### src/rtl/osd_mam_arb.sv
// Round-robin arbiter sharing one MAM memory-access port between N requesters.
// A grant covers one whole transaction: request, every data beat, then release.
module osd_mam_arb #(
  parameter int N          = 2,
  parameter int DATA_WIDTH = 16,
  parameter int ADDR_WIDTH = 32
) (
  input  logic                      clk_i,
  input  logic                      rst_ni,
  input  logic [N-1:0]              req_valid,
  output logic [N-1:0]              req_ready,
  input  logic [N-1:0]              req_rw,
  input  logic [N*ADDR_WIDTH-1:0]   req_addr,
  input  logic [N-1:0]              req_burst,
  input  logic [N*14-1:0]           req_beats,
  input  logic [N-1:0]              write_valid,
  input  logic [N*DATA_WIDTH-1:0]   write_data,
  input  logic [N*DATA_WIDTH/8-1:0] write_strb,
  output logic [N-1:0]              write_ready,
  output logic [N-1:0]              read_valid,
  output logic [DATA_WIDTH-1:0]     read_data,
  input  logic [N-1:0]              read_ready,
  output logic                      m_req_valid,
  output logic                      m_req_rw,
  output logic [ADDR_WIDTH-1:0]     m_req_addr,
  output logic                      m_req_burst,
  output logic [13:0]               m_req_beats,
  input  logic                      m_req_ready,
  output logic                      m_write_valid,
  output logic [DATA_WIDTH-1:0]     m_write_data,
  output logic [DATA_WIDTH/8-1:0]   m_write_strb,
  input  logic                      m_write_ready,
  input  logic                      m_read_valid,
  input  logic [DATA_WIDTH-1:0]     m_read_data,
  output logic                      m_read_ready,
  output logic [N-1:0]              grant
);
  localparam int GW = $clog2(N);
  localparam int SW = DATA_WIDTH / 8;

  typedef enum logic [1:0] {IDLE = 2'd0, REQ = 2'd1, WDATA = 2'd2, RDATA = 2'd3} state_e;

  state_e        state_q, state_d;
  logic [GW-1:0] g_q, g_d, ptr_q, ptr_d;
  logic [13:0]   cnt_q, cnt_d;
  logic          rw_q, rw_d;

  logic [ADDR_WIDTH-1:0] addr_a  [N];
  logic [13:0]           beats_a [N];
  logic [DATA_WIDTH-1:0] wdata_a [N];
  logic [SW-1:0]         wstrb_a [N];

  for (genvar i = 0; i < N; i++) begin : g_slice
    assign addr_a[i]  = req_addr[i*ADDR_WIDTH +: ADDR_WIDTH];
    assign beats_a[i] = req_beats[i*14 +: 14];
    assign wdata_a[i] = write_data[i*DATA_WIDTH +: DATA_WIDTH];
    assign wstrb_a[i] = write_strb[i*SW +: SW];
  end

  logic [N-1:0]  g_oh_s;
  logic [GW-1:0] next_ptr_s, hi_sel_s, lo_sel_s, sel_s;
  logic          hi_found_s, lo_found_s;

  assign g_oh_s     = N'(1) << g_q;
  assign next_ptr_s = (g_q == GW'(N - 1)) ? '0 : g_q + GW'(1);

  // Rotating priority: lowest requester at or above ptr wins, else lowest overall
  always_comb begin
    hi_found_s = 1'b0;
    lo_found_s = 1'b0;
    hi_sel_s   = '0;
    lo_sel_s   = '0;
    for (int i = N - 1; i >= 0; i--) begin
      lo_sel_s   = req_valid[i] ? GW'(i) : lo_sel_s;
      lo_found_s = lo_found_s | req_valid[i];
      hi_sel_s   = (req_valid[i] && (GW'(i) >= ptr_q)) ? GW'(i) : hi_sel_s;
      hi_found_s = hi_found_s | (req_valid[i] && (GW'(i) >= ptr_q));
    end
    sel_s = hi_found_s ? hi_sel_s : lo_sel_s;
  end

  // Next-state logic and combinational routing of the granted requester
  always_comb begin
    state_d       = state_q;
    g_d           = g_q;
    ptr_d         = ptr_q;
    cnt_d         = cnt_q;
    rw_d          = rw_q;
    grant         = '0;
    req_ready     = '0;
    write_ready   = '0;
    read_valid    = '0;
    read_data     = '0;
    m_req_valid   = 1'b0;
    m_req_rw      = 1'b0;
    m_req_addr    = '0;
    m_req_burst   = 1'b0;
    m_req_beats   = 14'd0;
    m_write_valid = 1'b0;
    m_write_data  = '0;
    m_write_strb  = '0;
    m_read_ready  = 1'b0;
    case (state_q)
      IDLE: begin
        if (lo_found_s) begin
          g_d     = sel_s;
          state_d = REQ;
        end else begin
          state_d = IDLE;
        end
      end
      REQ: begin
        grant       = g_oh_s;
        m_req_valid = req_valid[g_q];
        m_req_rw    = req_rw[g_q];
        m_req_addr  = addr_a[g_q];
        m_req_burst = req_burst[g_q];
        m_req_beats = beats_a[g_q];
        req_ready   = m_req_ready ? g_oh_s : '0;
        if (req_valid[g_q] && m_req_ready) begin
          rw_d    = req_rw[g_q];
          cnt_d   = (req_burst[g_q] && (beats_a[g_q] != 14'd0)) ? beats_a[g_q] : 14'd1;
          state_d = req_rw[g_q] ? WDATA : RDATA;
        end else begin
          state_d = REQ;
        end
      end
      WDATA: begin
        grant         = g_oh_s;
        m_write_valid = write_valid[g_q];
        m_write_data  = wdata_a[g_q];
        m_write_strb  = wstrb_a[g_q];
        write_ready   = m_write_ready ? g_oh_s : '0;
        if (write_valid[g_q] && m_write_ready) begin
          cnt_d = cnt_q - 14'd1;
          if (cnt_q == 14'd1) begin
            state_d = IDLE;
            ptr_d   = next_ptr_s;
          end else begin
            state_d = WDATA;
          end
        end else begin
          state_d = WDATA;
        end
      end
      RDATA: begin
        grant        = g_oh_s;
        read_valid   = m_read_valid ? g_oh_s : '0;
        read_data    = m_read_data;
        m_read_ready = read_ready[g_q];
        if (m_read_valid && read_ready[g_q]) begin
          cnt_d = cnt_q - 14'd1;
          if (cnt_q == 14'd1) begin
            state_d = IDLE;
            ptr_d   = next_ptr_s;
          end else begin
            state_d = RDATA;
          end
        end else begin
          state_d = RDATA;
        end
      end
      default: begin
        state_d = IDLE;
      end
    endcase
  end

  // State registers
  always_ff @(posedge clk_i or negedge rst_ni) begin
    if (!rst_ni) begin
      state_q <= IDLE;
      g_q     <= '0;
      ptr_q   <= '0;
      cnt_q   <= 14'd0;
      rw_q    <= 1'b0;
    end else begin
      state_q <= state_d;
      g_q     <= g_d;
      ptr_q   <= ptr_d;
      cnt_q   <= cnt_d;
      rw_q    <= rw_d;
    end
  end
endmodule

### config.mk
export PLATFORM = sky130hd
export DESIGN_NAME = osd_mam_arb
export DESIGN_NICKNAME = d
export VERILOG_FILES = /design/src/rtl/osd_mam_arb.sv
export SDC_FILE = /design/constraint.sdc
export NUM_CORES = 1
export LEC_CHECK = 0
export ABC_AREA = 1
export BUFFER_PORTS_ARGS = -buffer_cell sky130_fd_sc_hd__buf_2
export CORE_AREA = 3 3 96 98
export CTS_CLUSTER_DIAMETER = 40
export DETAILED_ROUTE_END_ITERATION = 8
export DIE_AREA = 0 0 99 101
export PLACE_DENSITY = 0.8
export SKIP_CTS_REPAIR_TIMING = 1
export SLEW_MARGIN = 10
export SYNTH_ARGS = -nofsm -noshare
export SYNTH_HDL_FRONTEND = slang
export SYNTH_SLANG_ARGS = --single-unit
### constraint.sdc
create_clock -name clk_i -period 2.3 [get_ports clk_i]
set_input_delay 0.345 -clock clk_i [delete_from_list [all_inputs] [get_ports clk_i]]
set_output_delay 0.345 -clock clk_i [all_outputs]
set_load 0.05 [all_outputs]
* Word-level counts from Yosys, hierarchy flattened
Cells that the tools add are included.
** Word-level totals
- Flip-flop bits (word level) :: 18
- Output and inout bits :: 93
** Operators by class
- Add/subtract/negate cells :: 2
- Shift operators :: 1
- Bitwise logic cells :: 3
- Order comparisons :: 4
- Reduce and logical (&&, ||, !) cells :: 14
- Equality and inequality tests :: 7
- Mux-type cells :: 62
** Operators by type and width (count)
- 32-bit two-way mux :: 4
- 14-bit two-way mux :: 8
- 16-bit two-way mux :: 5
- 14-bit case mux with 3 select lines :: 1
- 2-bit two-way mux :: 16
- 1-bit two-way mux :: 26
- 14-bit by 1-bit equality test with 1-bit output, second input constant :: 1
- 14-bit nonzero test :: 1
- 14-bit by 1-bit subtractor with 14-bit output, second input constant :: 1
- 2-bit case mux with 4 select lines :: 1
- 1-bit logical AND :: 6
- 2-bit != test, second input constant :: 3
- 2-bit equality test, second input constant :: 2
- 4-bit AND reduction :: 1
- 3-bit AND reduction :: 1
- 3-bit nonzero test :: 1
- 3-bit OR reduction :: 1
- 2-bit by 1-bit equality test with 1-bit output, second input constant :: 1
- 1-bit greater-or-equal comparator, first input constant :: 2
- 2-bit greater-or-equal comparator, second input constant :: 1
- 2-bit logical NOT :: 1
- 1-bit by 2-bit < comparator with 1-bit output, second input constant :: 1
- 1-bit NOT with 2-bit output :: 1
- 1-bit OR :: 2
- other kinds (5) :: 5

* Logic depth before layout (Yosys ltp)
Gate-level depths: netlist of the first run.
- Word-level depth :: 9
- Depth in mapped cells :: 12

* Worst setup path after synthesis of the first run
OpenSTA, ideal clock, no wires.
- Kind :: register to output
- Start :: reg g_q
- End :: out read_valid[1]
- Path slack :: -124 ps
- Stages on the path, launching flop included :: 6
- Arrival :: 2079 ps
- Cells stage by stage :: dfrtp_1 inv_2 buf_2 buf_2 buf_1 nor3_1
** On the way
- Word-level cells in the longest chain between the ends :: 3
** RTL lines
- start, declared :: RTL line 44 : logic [GW-1:0] g_q, g_d, ptr_q, ptr_d;
- start signal, assigned :: RTL line 179 : g_q <= g_d;
- 1-bit by 1-bit left shift with 2-bit output :: RTL line 64 : assign g_oh_s = N'(1) << g_q;
- 2-bit two-way mux :: RTL line 148 : read_valid = m_read_valid ? g_oh_s : '0;
- 2-bit two-way mux :: RTL line 103 : case (state_q)
- end, declared :: RTL line 20 : output logic [N-1:0] read_valid,
Every way passes these cells.

* Final worst setup path of the first run
- Start :: reg state_q[0]
- End :: out m_write_strb[1]
** On the way
- Word-level cells in the longest chain between the ends :: 2
** RTL lines
- start, declared :: RTL line 43 : state_e state_q, state_d;
- start signal, assigned :: RTL line 178 : state_q <= state_d;
- 2-bit equality test :: RTL line 103
- 2-bit two-way mux :: RTL line 103
- end, declared :: RTL line 31 : output logic [DATA_WIDTH/8-1:0] m_write_strb,
Every way passes these cells.

==> metrics.cfg, run 1 <==
[drt]
drc_errors = 0
via_per_inst = 4.69
postRouteWirelength_um = 11500
ant_nets = 0
vias = 4108
firstDrtPassIters = 4
wire_per_inst_um = 13.2
drt_iter0_drc = 172

[critical_path]
crit_required_ps = 1960
cpLargestDelayFamily = buffers and inverters
critPathLaunch = state_q[0]$_DFF_PN0_
cpPeakStageDelay_ps = 410
cp_num_buf_inv = 3
slowest_stage = dfrtp_1
cp-start-kind = register
cp.depth = 5
crit_type = register to output port
reg2reg_to = cnt_q[9]$_DFFE_PN0P_
cp_max_fo = 11
rrSetupSlack_ps = 300
worstRegToRegCells = 10
cp_cell_sequence = nor2_2 > clkinvlp_4 > buf_4 > a21oi_1 > buf_2
reg2reg_from = g_q$_DFFE_PN0P_
critPathCapture = m_write_strb[1]
end_kind = output port
arrival_ps = 1800

[logic_synthesis]
syn_area_per_cell_um2 = 4.95
synth_seq_cells = 18
synth.top_cell.area_share_pct = 28.9
synth-edff-count = 0
syn_area_um2 = 2620
ys_types = 29
synthArstFlopShare_pct = 100
yosys-top-cells-area = nand2_1 (29%), dfrtp_1 (17%), nor2_1 (14%)
ys_seq_area_share_pct = 17.2
yosys_warnings = 0
ys.flop_type = dfrtp_1
yosysTopAreaCell = nand2_1
synth_most_common_cell = nand2_1
postSynthCellCount = 528
syn_nets = 689
synthTopCellsByCount = nand2_1 (201), nor2_1 (95), a21oi_1 (69)

[grt]
grtUsageTotal_pct = 20.6
grt_overflow_total = 0
antenna_found_initial = 1
grt_pass1_wl_um = 17000
grt_pass1_vias = 3709
grt_max_degree = 49

[floorplanning]
ios = 252
rows = 34
die_area_um2 = 10000
core_um2 = 8550
die_w_um = 99
start_util_pct = 30.6
fp.dieH_um = 101

[pwr]
p_seq_share_pct = 9.9
combPwrFrac_pct = 85.9
netSwitchingPower_mw = 4.16
vdd_drop_max_mv = 0.647
p_sw_share_pct = 68.3
p_per_area_nw_per_um2 = 1440
clockPowerShare_pct = 4.2
power.leakage_nw = 2.52
intPower_mw = 1.93

[sta]
rsz0062_at_grt = false
finalSetupViolCount = 0
hold_viol_final = 0
fin_hold_ws_ps = 15.9
fmax_mhz = 466
min_period_ps = 2150
period_share_pct = 93.3
fin_skew_ps = 1.66
relSlewSlack_pct = 72.0
worst_slew_pin_slew_ps = 416
final_max_slew_viol_count = 0

[placed_design]
gp_congestion = 0.898
placed_area_um2 = 4140
dp_hpwl_um = 9430
portBuffers = 251

[final_layout]
drive_gt1_share_pct = 42.8
n_antenna_cell = 0
multi_input_area_um2 = 2000
post-route-util_pct = 49.5
area_growth_pct = 61.9
regArea_um2 = 452
fillCellCount = 919
nets = 929
final_area_um2 = 4230

[hold_path]
hp-class = input port to asynchronous set/reset pin

[status]
outcome = finished clean

[flow_run]
cap_violations = 0

[clock_network]
clockBufferDepth = 2
clk_latency_ps = 250
htree_levels = 1
cts-buffers-inserted = 3
cts.sinks = 18
ctsRootBufferMaster = clkbuf_8
tritoncts = built
clkSlewWorstSetupHoldPaths_ps = 70

==> area by class of cell <==
cell class / count / area share (%)
multi-input combinational: 425 / 47.3
timing repair buffer: 265 / 32.5
timing repair inverter: 1 / 0.177
clock buffer: 4 / 1.30
tap: 108 / 3.19
sequential: 18 / 10.7
inverter: 54 / 4.91
==> metrics by stage <==
step / setup WS, ps / TNS [ps] / instances / power [mW]
final: 153 / 0 / 875 / 6.09
after global routing: 53.4 / 0 / 875 / 6.57
after CTS: 41.6 / 0 / 871 / 6.01
after detailed placement: 335 / 0 / 867 / 5.74
after global placement: 369 / 0 / 867 / 5.72
after floorplan: -124 / -372 / 528 / 4.61
==> cell usage in the layout (no fill, tap or decap) <==
master      netlist  routed
a21oi_1          69      24
clkbuf_8          0       4
dfrtp_1          18      17
o21ai_2           1       1
nor2_1           95      94
o21ai_0           7       7
xnor2_1           1       1
nor3_2            0       3
a21oi_2           0      45
o21bai_1          1       1
inv_2             2       2
buf_12            0       1
o21ai_1           2       2
nand2_1         201     201
or2_1             2       2
nand3b_1          2       2
nor3_1           10       7
nor2_4            1       1
nand4_1           3       3
nand3_1          22      22
clkinv_2          0       1
o2111ai_1         1       1
buf_2             6     251
buf_4             2      13
dfrtp_2           0       1
nand2_2           1       1
xor2_1            2       2
inv_1            51      50
ha_1              2       2
or2_2             1       1
o211ai_1          1       1
nor2_2            0       1
clkinvlp_4        0       2
==> worst min path at each step <==
stage / slack [ps] / endpoint / start / cells past startpoint
2_1_floorplan: 50 / cnt_q[0]$_DFFE_PN0P_ / rst_ni / 0
3_3_place_gp: 300 / cnt_q[11]$_DFFE_PN0P_ / rst_ni / 1
3_5_place_dp: 300 / cnt_q[11]$_DFFE_PN0P_ / rst_ni / 1
4_1_cts: 30 / cnt_q[1]$_DFFE_PN0P_ / rst_ni / 1
5_1_grt: 30 / cnt_q[0]$_DFFE_PN0P_ / rst_ni / 1
6_report: 20 / cnt_q[11]$_DFFE_PN0P_ / rst_ni / 1
==> layer usage <==
| layer | share of wire [%] | global-route usage (%) | vias up |
|---|---|---|---|
| met1 | 40 | 25.7 | 1828 |
| met4 | 1.8 | 5.99 | 2 |
| met5 | 0.11 | 0 | - |
| li1 | - | - | 2111 |
| met2 | 51 | 35.7 | 146 |
| met3 | 7.0 | 4.43 | 21 |
==> sequential cells by signal (all words and copies together) (netlist names) <==
name,flops
g_q,1
ptr_q,1
cnt_q,14
state_q,2
==> power by group through the flow <==
stage	Combinational (mW)	Clock (mW)	Sequential, mW
finish	5.23	0.256	0.603
CTS	5.16	0.262	0.596
global placement	5.13	0	0.595
floorplan	4.04	0	0.568
detailed placement	5.14	0	0.600
global route	5.68	0.277	0.621
==> kinds of logic (layout without fill, tap and decap cells) <==
logic type | count (synthesis) | in the layout | synth area share (%)
adders and majority gates | 2 | 2 | 0.957
xor gates and xnor gates | 3 | 3 | 1.00
DFF | 18 | 18 | 17.2
AOI/OAI and AO/OA | 82 | 82 | 16.2
and+or+nand+nor | 338 | 338 | 51.3
buffers and inverters | 85 | 324 | 13.3
(Power assumes the default switching activity.)
==> inputs of run 2 (changes only) <==
- CORE_AREA: 3 3 96 98 -> 3 3 98 100
- DIE_AREA: 0 0 99 101 -> 0 0 101 103
- PLACE_DENSITY: 0.8 -> 0.81
- clock period: 2.3 -> 1.76 ns (I/O delays scaled with it)
==> metrics.cfg, run 2 (synthesized netlist as in run 1, its figures left out) <==
[final_layout]
final_area_um2 = 6010
final_cell_mix = buf_2 (160), nand2_1 (154), buf_6 (76)
area_growth_pct = 130
drive_gt1_share_pct = 58.5
nets = 959
largest_reg_flops = 14
reg_top3 = cnt_q (14), state_q (2)
layout_commonest_cell = buf_2
top_register = cnt_q

[clock_network]
ctsRootBufferMaster = clkbuf_8
clockBufferDepth = 2
clkSlewWorstSetupHoldPaths_ps = 70
tritoncts = built
cts.sinks = 18
clk_latency_ps = 250
htree_levels = 1
cts-buffers-inserted = 3

[floorplanning]
die_area_um2 = 10400
die_w_um = 101
ios = 252
rows = 34
start_util_pct = 29.8
fp.dieH_um = 103
core_um2 = 8760

[placed_design]
gp_congestion = 0.897
portBuffers = 251
placed_area_um2 = 4850
dp_hpwl_um = 10200

[sta]
worst_slew_pin_slew_ps = 436
fin_skew_ps = 3.93
period_share_pct = 106
min_period_ps = 1860
relSlewSlack_pct = 70.9
fin_ws_ps = -99.0
finalSetupViolCount = 47
fmax_mhz = 538
rsz0062_at_grt = true
final_max_slew_viol_count = 0
hold_viol_final = 0

[drt]
ant_nets = 0
via_per_inst = 5.05
wire_per_inst_um = 16.6
drt_iter0_drc = 257
drc_errors = 0
firstDrtPassIters = 5
postRouteWirelength_um = 15000
vias = 4584

[pwr]
vdd_drop_max_mv = 1.14
power.leakage_nw = 2.95
p_per_area_nw_per_um2 = 1900
power_mw = 11.4

[status]
outcome = finished, violations left
violations = negative setup slack

[critical_path]
cp-start-kind = register
arrival_ps = 1600
cp_max_fo = 11
crit_required_ps = 1500
crit_type = register to output port
end_kind = output port

[flow_run]
cap_violations = 0

[grt]
antenna_found_initial = 2
grt_pass1_vias = 3804
grt_overflow_total = 0
grt_max_degree = 42
grtUsageTotal_pct = 20.9
grt_pass1_wl_um = 17900

[hold_path]
hp-class = input port to register

run 2: final timing paths:
path	from	end	slack [ps]	cells after the start
max	g_q$_DFFE_PN0P_	m_req_beats[12]	-100	8
min in group asynchronous	rst_ni	cnt_q[9]$_DFFE_PN0P_	480	2
max in group asynchronous	rst_ni	state_q[1]$_DFF_PN0_	950	2
min	req_valid[1]	g_q$_DFFE_PN0P_	320	3
max reg2reg	g_q$_DFFE_PN0P_	cnt_q[13]$_DFFE_PN0P_	-10	12
min reg2reg	cnt_q[8]$_DFFE_PN0P_	cnt_q[8]$_DFFE_PN0P_	520	2
run 2: where the power goes:
| part | switching (mW) | internal (mW) |
|---|---|---|
| Sequential | 0.255 | 0.613 |
| Clock | 0.142 | 0.161 |
| Combinational | 6.44 | 3.79 |
run 2: final cells by class:
| cell class | instances | area (um2) |
|---|---|---|
| Antenna cell | 2 | 5.00 |
| Clock buffer | 4 | 45.0 |
| Fill cell | 647 | 2750 |
| Inverter | 54 | 213 |
| Multi-Input combinational cell | 426 | 2740 |
| Sequential cell | 18 | 454 |
| Tap cell | 108 | 135 |
| Timing Repair Buffer | 295 | 2420 |
run 2: routing by layer:
layer | track usage [%] | wire [um] | vias to the layer above | share of wire (%)
li1 | - | - | 2182 | -
met1 | 24.7 | 5180 | 2112 | 34
met2 | 40.6 | 8080 | 244 | 54
met3 | 2.30 | 1230 | 46 | 8.2
met4 | 4.50 | 544 | 0 | 3.6
met5 | 0 | 0 | - | 0
run 2: through the flow:
step | hold WS, ps | setup WS [ps] | setup TNS [ps] | instances | util, %
3_5_place_dp | 225 | 34.4 | 0 | 886 | 55.3
6_report | 321 | -99.0 | -1590 | 907 | 68.6
2_1_floorplan | -31.6 | -177 | -3210 | 528 | -
5_1_grt | 343 | -176 | -6540 | 907 | 68.6
3_3_place_gp | 226 | 44.8 | 0 | 886 | 55.3
4_1_cts | -46.7 | -175 | -8770 | 890 | 55.8
run 2: worst max-delay path: stages (launching register included):
cell and delay [ps]:
dfrtp_2 480, clkinv_4 120, buf_8 150, nand2_1 60, nand2_1 80, buf_4 120, inv_2 30, nor2_1 120
buf_6 180
==> inputs of run 3 (changes only) <==
- CORE_AREA: 3 3 98 100 -> 2 2 97 99
- DIE_AREA: 0 0 101 103 -> 0 0 99 101
- SETUP_SLACK_MARGIN: unset -> 0.4
==> metrics.cfg, run 3 (synthesized netlist as in run 1, its figures left out) <==
[drt]
postRouteWirelength_um = 17200
via_per_inst = 5.18
vias = 4824
wire_per_inst_um = 18.4
highest_layer = met5
drc_errors = 0
ant_nets = 0
wl_met1_um = 6330
firstDrtPassIters = 4
drt_iter0_drc = 230
wl_met2_um = 8600
wl_met3_um = 1460

[floorplanning]
die_w_um = 99
ios = 252
start_util_pct = 29.1
die_area_um2 = 10000
fp.dieH_um = 101
rows = 35
core_um2 = 8980

[placed_design]
post-place-ws_ps = -45.6
gp_congestion = 1.03
portBuffers = 251
dpl.cell_count = 895
dp_hpwl_um = 11200

[final_layout]
area_growth_pct = 149
post_layout_nonfiller_instances = 932
largest_reg_flops = 14
layout_commonest_cell = nand2_1
drive_gt1_share_pct = 59.2
final_cell_mix = nand2_1 (162), buf_2 (158), buf_6 (83)
fillCellCount = 617
nets = 980
post-route-util_pct = 72.6
reg_top3 = cnt_q (14), state_q (2)
top_register = cnt_q

[clock_network]
cts-buffers-inserted = 3
tritoncts = built
clockBufferDepth = 2
clkSlewWorstSetupHoldPaths_ps = 70
clk_latency_ps = 260
cts.sinks = 18
ctsRootBufferMaster = clkbuf_8
htree_levels = 1

[grt]
grt_overflow_total = 0
antenna_found_initial = 4
grt_pass1_wl_um = 20400
grt_pass1_vias = 4154
grt_max_degree = 28
grtUsageTotal_pct = 25.5

[sta]
min_period_ps = 1910
relSlewSlack_pct = 71.9
hold_viol_final = 0
period_share_pct = 109
finalSetupTns_ps = -5610
rsz0062_at_grt = true
final_max_slew_viol_count = 0
fin_skew_ps = 1.30
fin_ws_ps = -150
worst_slew_pin_slew_ps = 422
fmax_mhz = 523
finalSetupViolCount = 80

[critical_path]
crit_type = register to output port
cp-start-kind = register
end_kind = output port
cp_max_fo = 20
crit_required_ps = 1500
arrival_ps = 1650

[hold_path]
hp-class = input port to register

[pwr]
p_per_area_nw_per_um2 = 1900
power.leakage_nw = 3.09
vdd_drop_max_mv = 0.974
power_mw = 12.4

[status]
outcome = finished, violations left
violations = negative setup slack

[flow_run]
cap_violations = 0

[run 3: cell count changes in the layout (fill, tap and decap cells not counted), sizes merged]
| cell | change |
|---|---|
| buf | +33 |
| clkbuf | -13 |
| diode | +1 |
| inv | +1 |
[run 3: layer usage]
layer  vias to the layer above  track usage [%]
met5                         -                0
met4                         4             6.01
met3                        69             6.73
met2                       275             44.9
met1                      2245             31.1
li1                       2231                -
[run 3: critical path, stage by stage, from the launching register on]
cell     delay, ps
dfrtp_2        500
inv_8          140
buf_6          110
buf_12         140
nand2_1        120
a21oi_4        190
buf_6          170
[run 3: area by class of cell]
class | instances | area (um2) | area share, %
diodes | 3 | 7.51 | 0.115
inverters | 54 | 225 | 3.46
well taps | 111 | 139 | 2.13
flip-flops and latches | 18 | 453 | 6.95
multi-input cells | 426 | 2960 | 45.4
clock buffers | 4 | 45.0 | 0.692
repair inverters | 1 | 8.76 | 0.134
repair buffers | 315 | 2680 | 41.1
[run 3: path summary, 6_finish.rpt]
kind / start / slack, ps / depth (start not counted) / end
min reg2reg: cnt_q[8]$_DFFE_PN0P_ / 540 / 2 / cnt_q[8]$_DFFE_PN0P_
max reg2reg: g_q$_DFFE_PN0P_ / -60 / 11 / cnt_q[1]$_DFFE_PN0P_
max in group asynchronous: rst_ni / 970 / 2 / g_q$_DFFE_PN0P_
min in group asynchronous: rst_ni / 460 / 2 / cnt_q[11]$_DFFE_PN0P_
min: req_valid[1] / 320 / 3 / g_q$_DFFE_PN0P_
max: g_q$_DFFE_PN0P_ / -150 / 6 / m_req_addr[13]
[run 3: report_power, final]
group	switching (mW)	internal (mW)	leakage, nW
clock network	0.144	0.161	0.0228
logic	6.95	4.28	2.86
registers	0.244	0.610	0.210
total	7.34	5.05	3.09
[run 3: metrics by stage]
step | area [um2] | hold WS, ps
floorplan | 3820 | -31.6
global route | 6510 | 341
finish | 6510 | 318
global placement | 5190 | 233
detailed placement | 5190 | 228
CTS | 5230 | -55.2
